<file path="config.mk">
export PLATFORM = sky130hd
export DESIGN_NAME = demux16b3_reg
export DESIGN_NICKNAME = d
export VERILOG_FILES = /design/src/rtl/demux16b3_reg.sv
export SDC_FILE = /design/constraint.sdc
export NUM_CORES = 1
export LEC_CHECK = 0
export CAP_MARGIN = 25
export CORE_ASPECT_RATIO = 1.75
export CORE_MARGIN = 5
export CORE_UTILIZATION = 47
export DETAILED_ROUTE_END_ITERATION = 10
export PLACE_DENSITY = 0.8
export SYNTH_ARGS = -nofsm -noshare
export SYNTH_HDL_FRONTEND = slang
export SYNTH_SLANG_ARGS = --single-unit
</file>
<file path="constraint.sdc">
create_clock -name clk -period 5.6 [get_ports clk]
set_input_delay 1.12 -clock clk [delete_from_list [all_inputs] [get_ports clk]]
set_output_delay 1.12 -clock clk [all_outputs]
set_load 0.02 [all_outputs]
</file>
<file path="src/rtl/demux16b3_reg.sv">
// Registered 1-to-8 demultiplexer for 16-bit words with per-slot valid/ack holding registers.
// Optional saturating stall counter on port stall_cnt, enabled by defining DEMUX16B3_STALLCNT_EN.
module demux16b3_reg (
  input  logic        clk,
  input  logic        rst,
  input  logic [15:0] in_data,
  input  logic [2:0]  in_sel,
  input  logic        in_valid,
  output logic        in_ready,
  output logic [15:0] out0,
  output logic [15:0] out1,
  output logic [15:0] out2,
  output logic [15:0] out3,
  output logic [15:0] out4,
  output logic [15:0] out5,
  output logic [15:0] out6,
  output logic [15:0] out7,
  output logic [7:0]  out_valid,
  input  logic [7:0]  out_ack
`ifdef DEMUX16B3_STALLCNT_EN
  ,
  output logic [15:0] stall_cnt
`endif
);

  logic [15:0] hold [8];
  logic        accept;

  // A full slot being acked this cycle can take a new word on the same edge.
  assign in_ready = !rst && (!out_valid[in_sel] || out_ack[in_sel]);
  assign accept   = in_valid && in_ready;

  always_ff @(posedge clk or posedge rst) begin
    if (rst) begin
      out_valid <= 8'h00;
      for (int k = 0; k < 8; k++) begin
        hold[k] <= 16'h0000;
      end
    end else begin
      for (int k = 0; k < 8; k++) begin
        if (accept && (in_sel == k[2:0])) begin
          hold[k]      <= in_data;
          out_valid[k] <= 1'b1;
        end else if (out_valid[k] && out_ack[k]) begin
          out_valid[k] <= 1'b0;
        end
      end
    end
  end

  assign out0 = hold[0];
  assign out1 = hold[1];
  assign out2 = hold[2];
  assign out3 = hold[3];
  assign out4 = hold[4];
  assign out5 = hold[5];
  assign out6 = hold[6];
  assign out7 = hold[7];

`ifdef DEMUX16B3_STALLCNT_EN
  always_ff @(posedge clk or posedge rst) begin
    if (rst) begin
      stall_cnt <= 16'h0000;
    end else if (in_valid && !in_ready && (stall_cnt != 16'hFFFF)) begin
      stall_cnt <= stall_cnt + 16'h0001;
    end
  end
`endif

endmodule

</file>
### Word level (Yosys, flattened, before mapping)

Index checks and enable logic that the tools add are counted.

| storage, ports and cells | value |
|---|---|
| register bits after elaboration | 136 |
| input port bits | 30 |
| output and inout port bits | 137 |
| word-level logic and storage cells | 74 |

| operators by class | value |
|---|---|
| magnitude comparators | 1 |
| equality and inequality tests | 7 |
| muxes and demuxes | 20 |
| reductions and logical operators | 30 |

Operators with widths:

| cell | number |
|---|---|
| logical AND 1 bit | 18 |
| 2-to-1 mux 1 bit | 18 |
| nonzero test 2 bit | 8 |
| == test 3 bit (second input constant) | 4 |
| binary-select mux 1 bit (select 3 bit) | 2 |
| == test 3 x 2 -> 1 bit (second input constant) | 2 |
| < comparator 3 x 4 -> 1 bit (second input constant) | 1 |
| == test 3 x 1 -> 1 bit (second input constant) | 1 |
| zero test 3 bit | 1 |
| zero test 1 bit | 2 |
| logical OR 1 bit | 1 |

### Longest topological paths before layout

Gate-level depths: netlist of the first run.

| logic depth | value |
|---|---|
| depth after elaboration | 8 |
| mapped depth | 6 |
| mapped depth without buffers | 3 |

### Worst setup path after synthesis of the first run

No wires, ideal clock.

| timing | value |
|---|---|
| path kind | input -> output |
| from | in in_sel[2] |
| to | out in_ready |
| data arrival time | 2073 ps |
| required time | 4480 ps |
| setup slack | 2407 ps |
| cell stages on the path | 3 |
| buffers on the path | 0 |
| cell sequence | nor2_2 -> o21ai_0 -> o32ai_1 |

| on the way | value |
|---|---|
| cells in the longest elaborated chain, start to end | 5 |
| elaborated cells on any way between the ends | 7 |
| classes of those cells | mux (4); reduce/logical (3) |

RTL lines:

| element | line | source |
|---|---|---|
| from (decl) | 7 | `input logic [2:0] in_sel,` |
| binary-select mux 1 bit (select 3 bit) | 30 | `assign in_ready = !rst && (!out_valid[in_sel] \|\| out_ack[in_sel]);` |
| 2-to-1 mux 1 bit (implied by the code) | 30 |  |
| zero test 1 bit | 30 |  |
| logical OR 1 bit (*) | 30 |  |
| logical AND 1 bit (*) | 30 |  |
| to (decl) | 9 | `output logic in_ready,` |

Every way passes the cells marked *; elsewhere a longest branch is shown, timed or not. The select of a mux whose other input is x is not followed.

### Worst setup path in the final report of the first run

| timing | value |
|---|---|
| from | in in_sel[1] |
| to | out in_ready |

Same word-level chain as after synthesis.

==> impl_summary.txt, run 1 <==
----------------------------------------------------
[Floorplanning]
  Full die area ... 14000 µm²
  Die width ... ~90 µm
  Standard cell core area ... 11500 µm²
  Height of the die ... roughly 150 µm
  Number of rows in the core area ... 52
  Starting density of the core ... ~48%
  I/O pin total ... about 170

[Yosys]
  Yosys top cell by area ... dfrtp_1
  Async set-or-reset flop fraction in the synthesized netlist ... between 90% and 100%
  Syn avg cell area ... between 15 and 20 µm²
  Sequential fraction of the synthesis area ... 62.2%
  Yosys cell types ... 31
  Synthesized Nets ... approximately 350
  Top FF cell, synth ... dfrtp_1
  Cell area after synthesis ... between 5000 and 6000 µm²
  Dominant cells by area after synthesis ... dfrtp_1, mux2_2, mux2_4, mux2_1, buf_6
  Number of synthesized flops with an enable pin ... 0
  Dominant cell by count in the synthesized netlist ... dfrtp_1
  Synthesis-stage register bit count ... between 100 and 150
  Post-Syn Instances ... between 300 and 400
  Area fraction of the dominant cell type after synthesis ... 62.2%
  Yosys warning total ... 0
  Leading post-synthesis cells by instance count ... dfrtp_1, mux2_2, mux2_1, mux2_4

[Timing]
  Worst slew pin tran ... 0.725 ns
  Setup slack after layout ... between 1 and 1.5 ns
  Clock period minus final worst setup slack ... roughly 4.4 ns
  Final setup violation count ... 0
  Accumulated negative setup slack ... 0 ns
  Post-route fraction of the period consumed by the critical path ... slightly below 80%
  Number of pins exceeding their max-slew limit in the final report ... 0
  Setup repair after global routing missed its margin ... no
  Peak Freq ... approximately 230 MHz
  Hold violation count in the final report ... 0
  Tightest slew margin relative to the limit ... between 50% and 60%
  Worst setup skew after layout ... between 0.008 and 0.009 ns
  Hold slack final ... 0.490 ns

[Detailed routing]
  Ratio of routed vias to standard cells ... about 5.3
  Routed wire length per instance ... about 22 µm
  DR vias ... ~3400
  Post-detailed-route count of antenna-violating nets ... 0
  Router iterations before antenna repair ... 4
  Drt total wl ... around 14000 µm
  DRC viols ... 0
  DRC violation total after the first TritonRoute iteration ... 85

[Placed design]
  Placement Cell Area ... approximately 7000 µm²
  DP Worst Slack ... between 1 and 1.5 ns
  Routability congestion estimate ... approximately 0.75
  Number of port buffers ... approximately 170
  Dpl hpwl ... between 10000 and 15000 µm

[Critical path]
  Crit path max fanout ... 14
  Max stage delay cell, worst path ... clkdlybuf4s50_1
  Buf+Inv Stages, Crit Path ... 2
  Crit-path leading delay family ... buffers and inverters
  Most common cell on crit path ... clkdlybuf4s50_1
  Endpoint type of the worst setup path ... output pin
  Longest individual stage delay on the worst path ... ~0.78 ns
  Critical path startpoint ... in_sel[1]
  Worst endpoint data arrival time ... roughly 3.3 ns
  Cell chain of the critical path ... clkdlybuf4s50_1 -> or3b_2 -> a21boi_1 -> o32ai_1 -> clkdlybuf4s50_1
  Type of the worst setup path ... in2out
  Launch instance of the worst register-to-register path ... out_valid[6]
  Req. time, crit path ... ~4.5 ns
  Crit start category ... input port
  Flop2flop setup slack ... between 3 and 4 ns

[GRT]
  Initial antenna violation count ... 1
  Total grt overflow ... 0
  Via count of the first global-routing pass ... 3905
  Global-route wire length before repair ... approximately 23000 µm
  Largest net degree at the start of global routing ... approximately 110
  Global-route usage over all layers ... around 22%

[CTS]
  TritonCTS clock tree ... built
  Number of buffers added for setup after CTS ... 0
  Max Buffers Root-to-Sink ... 2
  CTS Root Buffer Type ... clkbuf_16
  TritonCTS Buffers ... 17
  Resize count post-CTS ... 0
  Number of hold buffers added after CTS ... 0
  Maximum level of the CTS H-tree ... 4
  Clock-pin slew on the worst setup and hold paths ... ~0.06 ns
  CTS Sinks ... approximately 140
  Clock latency on the worst-skew pair ... 0.41 ns

[Job]
  Number of max-capacitance violations reported ... 0

[Pwr]
  Cell Pwr Density ... 446 nW/µm²
  Cell leakage power ... 3.48 nW
  Peak supply drop ... roughly 0.30 mV

[Layout]
  Signed area change from the synthesized netlist to the final layout ... 42.6%
  Number of nets in the layout ... around 530
  Fraction of layout instances using a drive strength above 1 ... between 20% and 30%
  Area of all placed cells without fillers ... 7800 µm²

[Outcome]
  Result of the run ... finished, final reports clean

[Worst hold path]
  Hold Path Class ... reg2reg
  Hold wc startpoint ... out6[3]

----------------------------------------------------
cell families after synthesis:
group           after synthesis  synth area share, %
mux                         128                 28.9
simple gates                 39                 5.99
flops                       136                 62.2
compound gates                5                0.640
buf+inv                      13                 2.29
layer usage:
layer,share of wire (%),track usage (%),routed length [µm]
met4,3.0,10.1,432
met3,5.8,6.03,842
met5,0,0,0
met2,55,38.4,7910
met1,36,23.4,5230
worst register-to-register path: stages (launching register included):
cell and delay (ns):
dfrtp_1 0.38, nand2b_1 0.14, and4_1 0.69, mux2_2 0.42
through the flow:
step                      total power [mW]  utilization, %  instances
final                                 3.48            67.7        644
after global routing                  3.62            67.7        644
after CTS                             3.51            67.5        642
after detailed placement              2.42            62.5        611
after global placement                2.38            62.5        611
after floorplan                       1.84               -        321
state kept, by name, indices dropped and copies added (netlist names):
register / cells
out7: 16
out3: 16
out_valid: 8
out2: 16
out0: 16
out1: 16
out6: 16
out4: 16
out5: 16
where the power goes:
part	internal (mW)	leakage (nW)	switching, mW
combinational	0.565	1.53	0.501
clock	0.656	0.268	0.427
sequential	1.20	1.68	0.125
total	2.42	3.48	1.05
cells in the final DEF, fill, tap and decap left out, types with 3 or more instances in the layout:
| master | count |
|---|---|
| clkbuf_16 | 17 |
| clkdlybuf4s50_1 | 166 |
| clkinvlp_4 | 5 |
| dfrtp_1 | 136 |
| inv_6 | 4 |
| mux2_1 | 38 |
| mux2_2 | 53 |
| mux2_4 | 37 |
| nand2_1 | 9 |
| nand2b_1 | 9 |
| nand3_4 | 3 |
worst paths after layout:
kind	endpoint	cells past startpoint
worst max-delay path	in_ready	5
worst min-delay path	out6[3]	1
worst max register to register	out6[11]	3
worst min register to register	out6[3]	1
max in group asynchronous	out4[4]	4
min in group asynchronous	out_valid[5]	2
cell type report:
cell class                 count  area [µm²]
clock inverter                14         151
clock buffer                  17         425
timing repair buffer         168        1700
multi-input combinational    172        1940
sequential                   136        3400
tap                          135         169
antenna                        1        2.50
fill                         817        3720
inverter                       1        8.76
No activity file was read; power rests on OpenSTA's default activity.
==> run 2, diff against run 1 <==
CORE_UTILIZATION = 42   (was 47)
PLACE_DENSITY = 0.76   (was 0.8)
clock period = 3.7 ns   (was 5.6 ns; I/O delays follow)
==> run 2 against run 1 <==
First-iteration DRC count is 60% higher. Register-to-register slack got worse by 1.8 ns. Global-route usage is 2.3 points lower. Design area is 1.1% higher. Cell count grew 6.4%. Die area up 11%. Power grew 52%. Critical endpoint unchanged.
==> impl_summary.txt, run 2 (synthesis results as in run 1) <==
----------------------------------------------------
[Pwr]
  Peak supply drop ... between 0.4 and 0.5 mV
  Cell Pwr Density ... roughly 670 nW/µm²
  Cell leakage power ... ~3.5 nW

[GRT]
  Global-route usage over all layers ... 19.3%
  Global-route wire length before repair ... about 22000 µm
  Via count of the first global-routing pass ... 3804
  Total grt overflow ... 0
  Initial antenna violation count ... 0
  Largest net degree at the start of global routing ... ~140

[Layout]
  Number of nets in the layout ... 531
  Fraction of layout instances using a drive strength above 1 ... around 28%
  Most frequent cells in the layout ... clkdlybuf4s50_1, dfrtp_1, mux2_2
  Number of fill cells ... slightly above 1000
  Final antenna diode count ... 0
  Most common library cell in the layout ignoring fill and taps ... clkdlybuf4s50_1
  Signed area change from the synthesized netlist to the final layout ... 44.1%

[Detailed routing]
  Drt total wl ... around 14000 µm
  DR vias ... roughly 3400
  Post-detailed-route count of antenna-violating nets ... 0
  Router iterations before antenna repair ... 4
  Routed wire length per instance ... between 20 and 25 µm
  DRC viols ... 0
  DRC violation total after the first TritonRoute iteration ... about 140
  Ratio of routed vias to standard cells ... just under 5

[Timing]
  Clock period minus final worst setup slack ... roughly 3.3 ns
  Worst setup skew after layout ... approximately 0.0055 ns
  Final setup violation count ... 0
  Peak Freq ... roughly 300 MHz
  Accumulated negative setup slack ... 0 ns
  Worst slew pin tran ... 0.702 ns
  Number of pins exceeding their max-slew limit in the final report ... 0
  Tightest slew margin relative to the limit ... 53.2%
  Setup slack after layout ... about 0.35 ns
  Post-route fraction of the period consumed by the critical path ... around nine tenths
  Hold violation count in the final report ... 0
  Setup repair after global routing missed its margin ... no

[Critical path]
  Crit start category ... input port
  Worst Reg2Reg Path Length in Cells ... 3
  Crit path max fanout ... 8
  Endpoint type of the worst setup path ... output pin
  Req. time, crit path ... about 3.0 ns
  Worst endpoint data arrival time ... ~2.6 ns
  Type of the worst setup path ... in2out

[Placed design]
  Routability congestion estimate ... about 0.86
  Dpl hpwl ... about 9900 µm
  Number of port buffers ... 166
  DP Worst Slack ... 0.359 ns

[Floorplanning]
  Number of rows in the core area ... 55
  Full die area ... 15500 µm²
  Starting density of the core ... 42.5%
  Die width ... 96.3 µm
  Height of the die ... between 150 and 200 µm
  Standard cell core area ... roughly 13000 µm²
  I/O pin total ... 167

[CTS]
  CTS Root Buffer Type ... clkbuf_16
  TritonCTS Buffers ... 17
  CTS Sinks ... between 100 and 150
  Clock-pin slew on the worst setup and hold paths ... approximately 0.050 ns
  Number of buffers added for setup after CTS ... 0
  Maximum level of the CTS H-tree ... 4
  Max Buffers Root-to-Sink ... 2
  TritonCTS clock tree ... built
  Resize count post-CTS ... 0
  Number of hold buffers added after CTS ... 0
  Clock latency on the worst-skew pair ... 0.41 ns

[Worst hold path]
  Hold Path Class ... reg2reg
  Depth of the worst hold-timing path ... 1

[Job]
  Number of max-capacitance violations reported ... 0

[Outcome]
  Result of the run ... finished, final reports clean

----------------------------------------------------
## run 2: final timing paths
kind,endpoint,from,slack [ns]
worst max register to register,out3[0],out_valid[3],2.08
worst min register to register,out0[3],out0[3],0.49
max in group asynchronous,out2[10],rst,2.07
worst max-delay path,in_ready,in_sel[0],0.35
min in group asynchronous,out_valid[0],rst,1.11
worst min-delay path,out0[3],out0[3],0.49
## run 2: cell type report
class / count / area, µm² / area share, %
clock buffers: 19 / 443 / 5.62
clock inverters: 13 / 146 / 1.86
inverters: 1 / 7.51 / 0.0952
multi-input cells: 172 / 1940 / 24.6
flip-flops and latches: 136 / 3400 / 43.2
well taps: 171 / 214 / 2.71
repair buffers: 173 / 1730 / 21.9
## run 2: per-stage QoR
step | total power, mW | hold slack, ns | util [%] | instance area (µm²) | std cells
2_1_floorplan | 2.78 | 0.609 | - | 5480 | 321
3_3_place_gp | 3.62 | 0.468 | 56.7 | 7290 | 653
3_5_place_dp | 3.66 | 0.479 | 56.7 | 7290 | 653
4_1_cts | 5.34 | 0.494 | 61.3 | 7880 | 685
5_1_grt | 5.50 | 0.515 | 61.3 | 7880 | 685
6_report | 5.28 | 0.490 | 61.3 | 7880 | 685
## run 2: worst max-delay path: stages
cell,delay [ns]
clkdlybuf4s50_1,0.53
or3b_2,0.51
a21oi_1,0.17
o32ai_1,0.10
clkdlybuf4s50_1,0.55
## run 2: where the power goes
| part | leakage (nW) | switching, mW | internal [mW] | total [mW] |
|---|---|---|---|---|
| registers | 1.68 | 0.192 | 1.82 | 2.01 |
| logic | 1.55 | 0.755 | 0.856 | 1.61 |
| clock network | 0.273 | 0.645 | 1.02 | 1.66 |
| total | 3.50 | 1.59 | 3.69 | 5.28 |
## run 2: routing by layer
| layer | part of all wire (%) | GRT usage [%] |
|---|---|---|
| met1 | 36 | 20.6 |
| met2 | 58 | 35.5 |
| met3 | 3.9 | 4.52 |
| met4 | 1.5 | 7.25 |
| met5 | 0 | 0 |
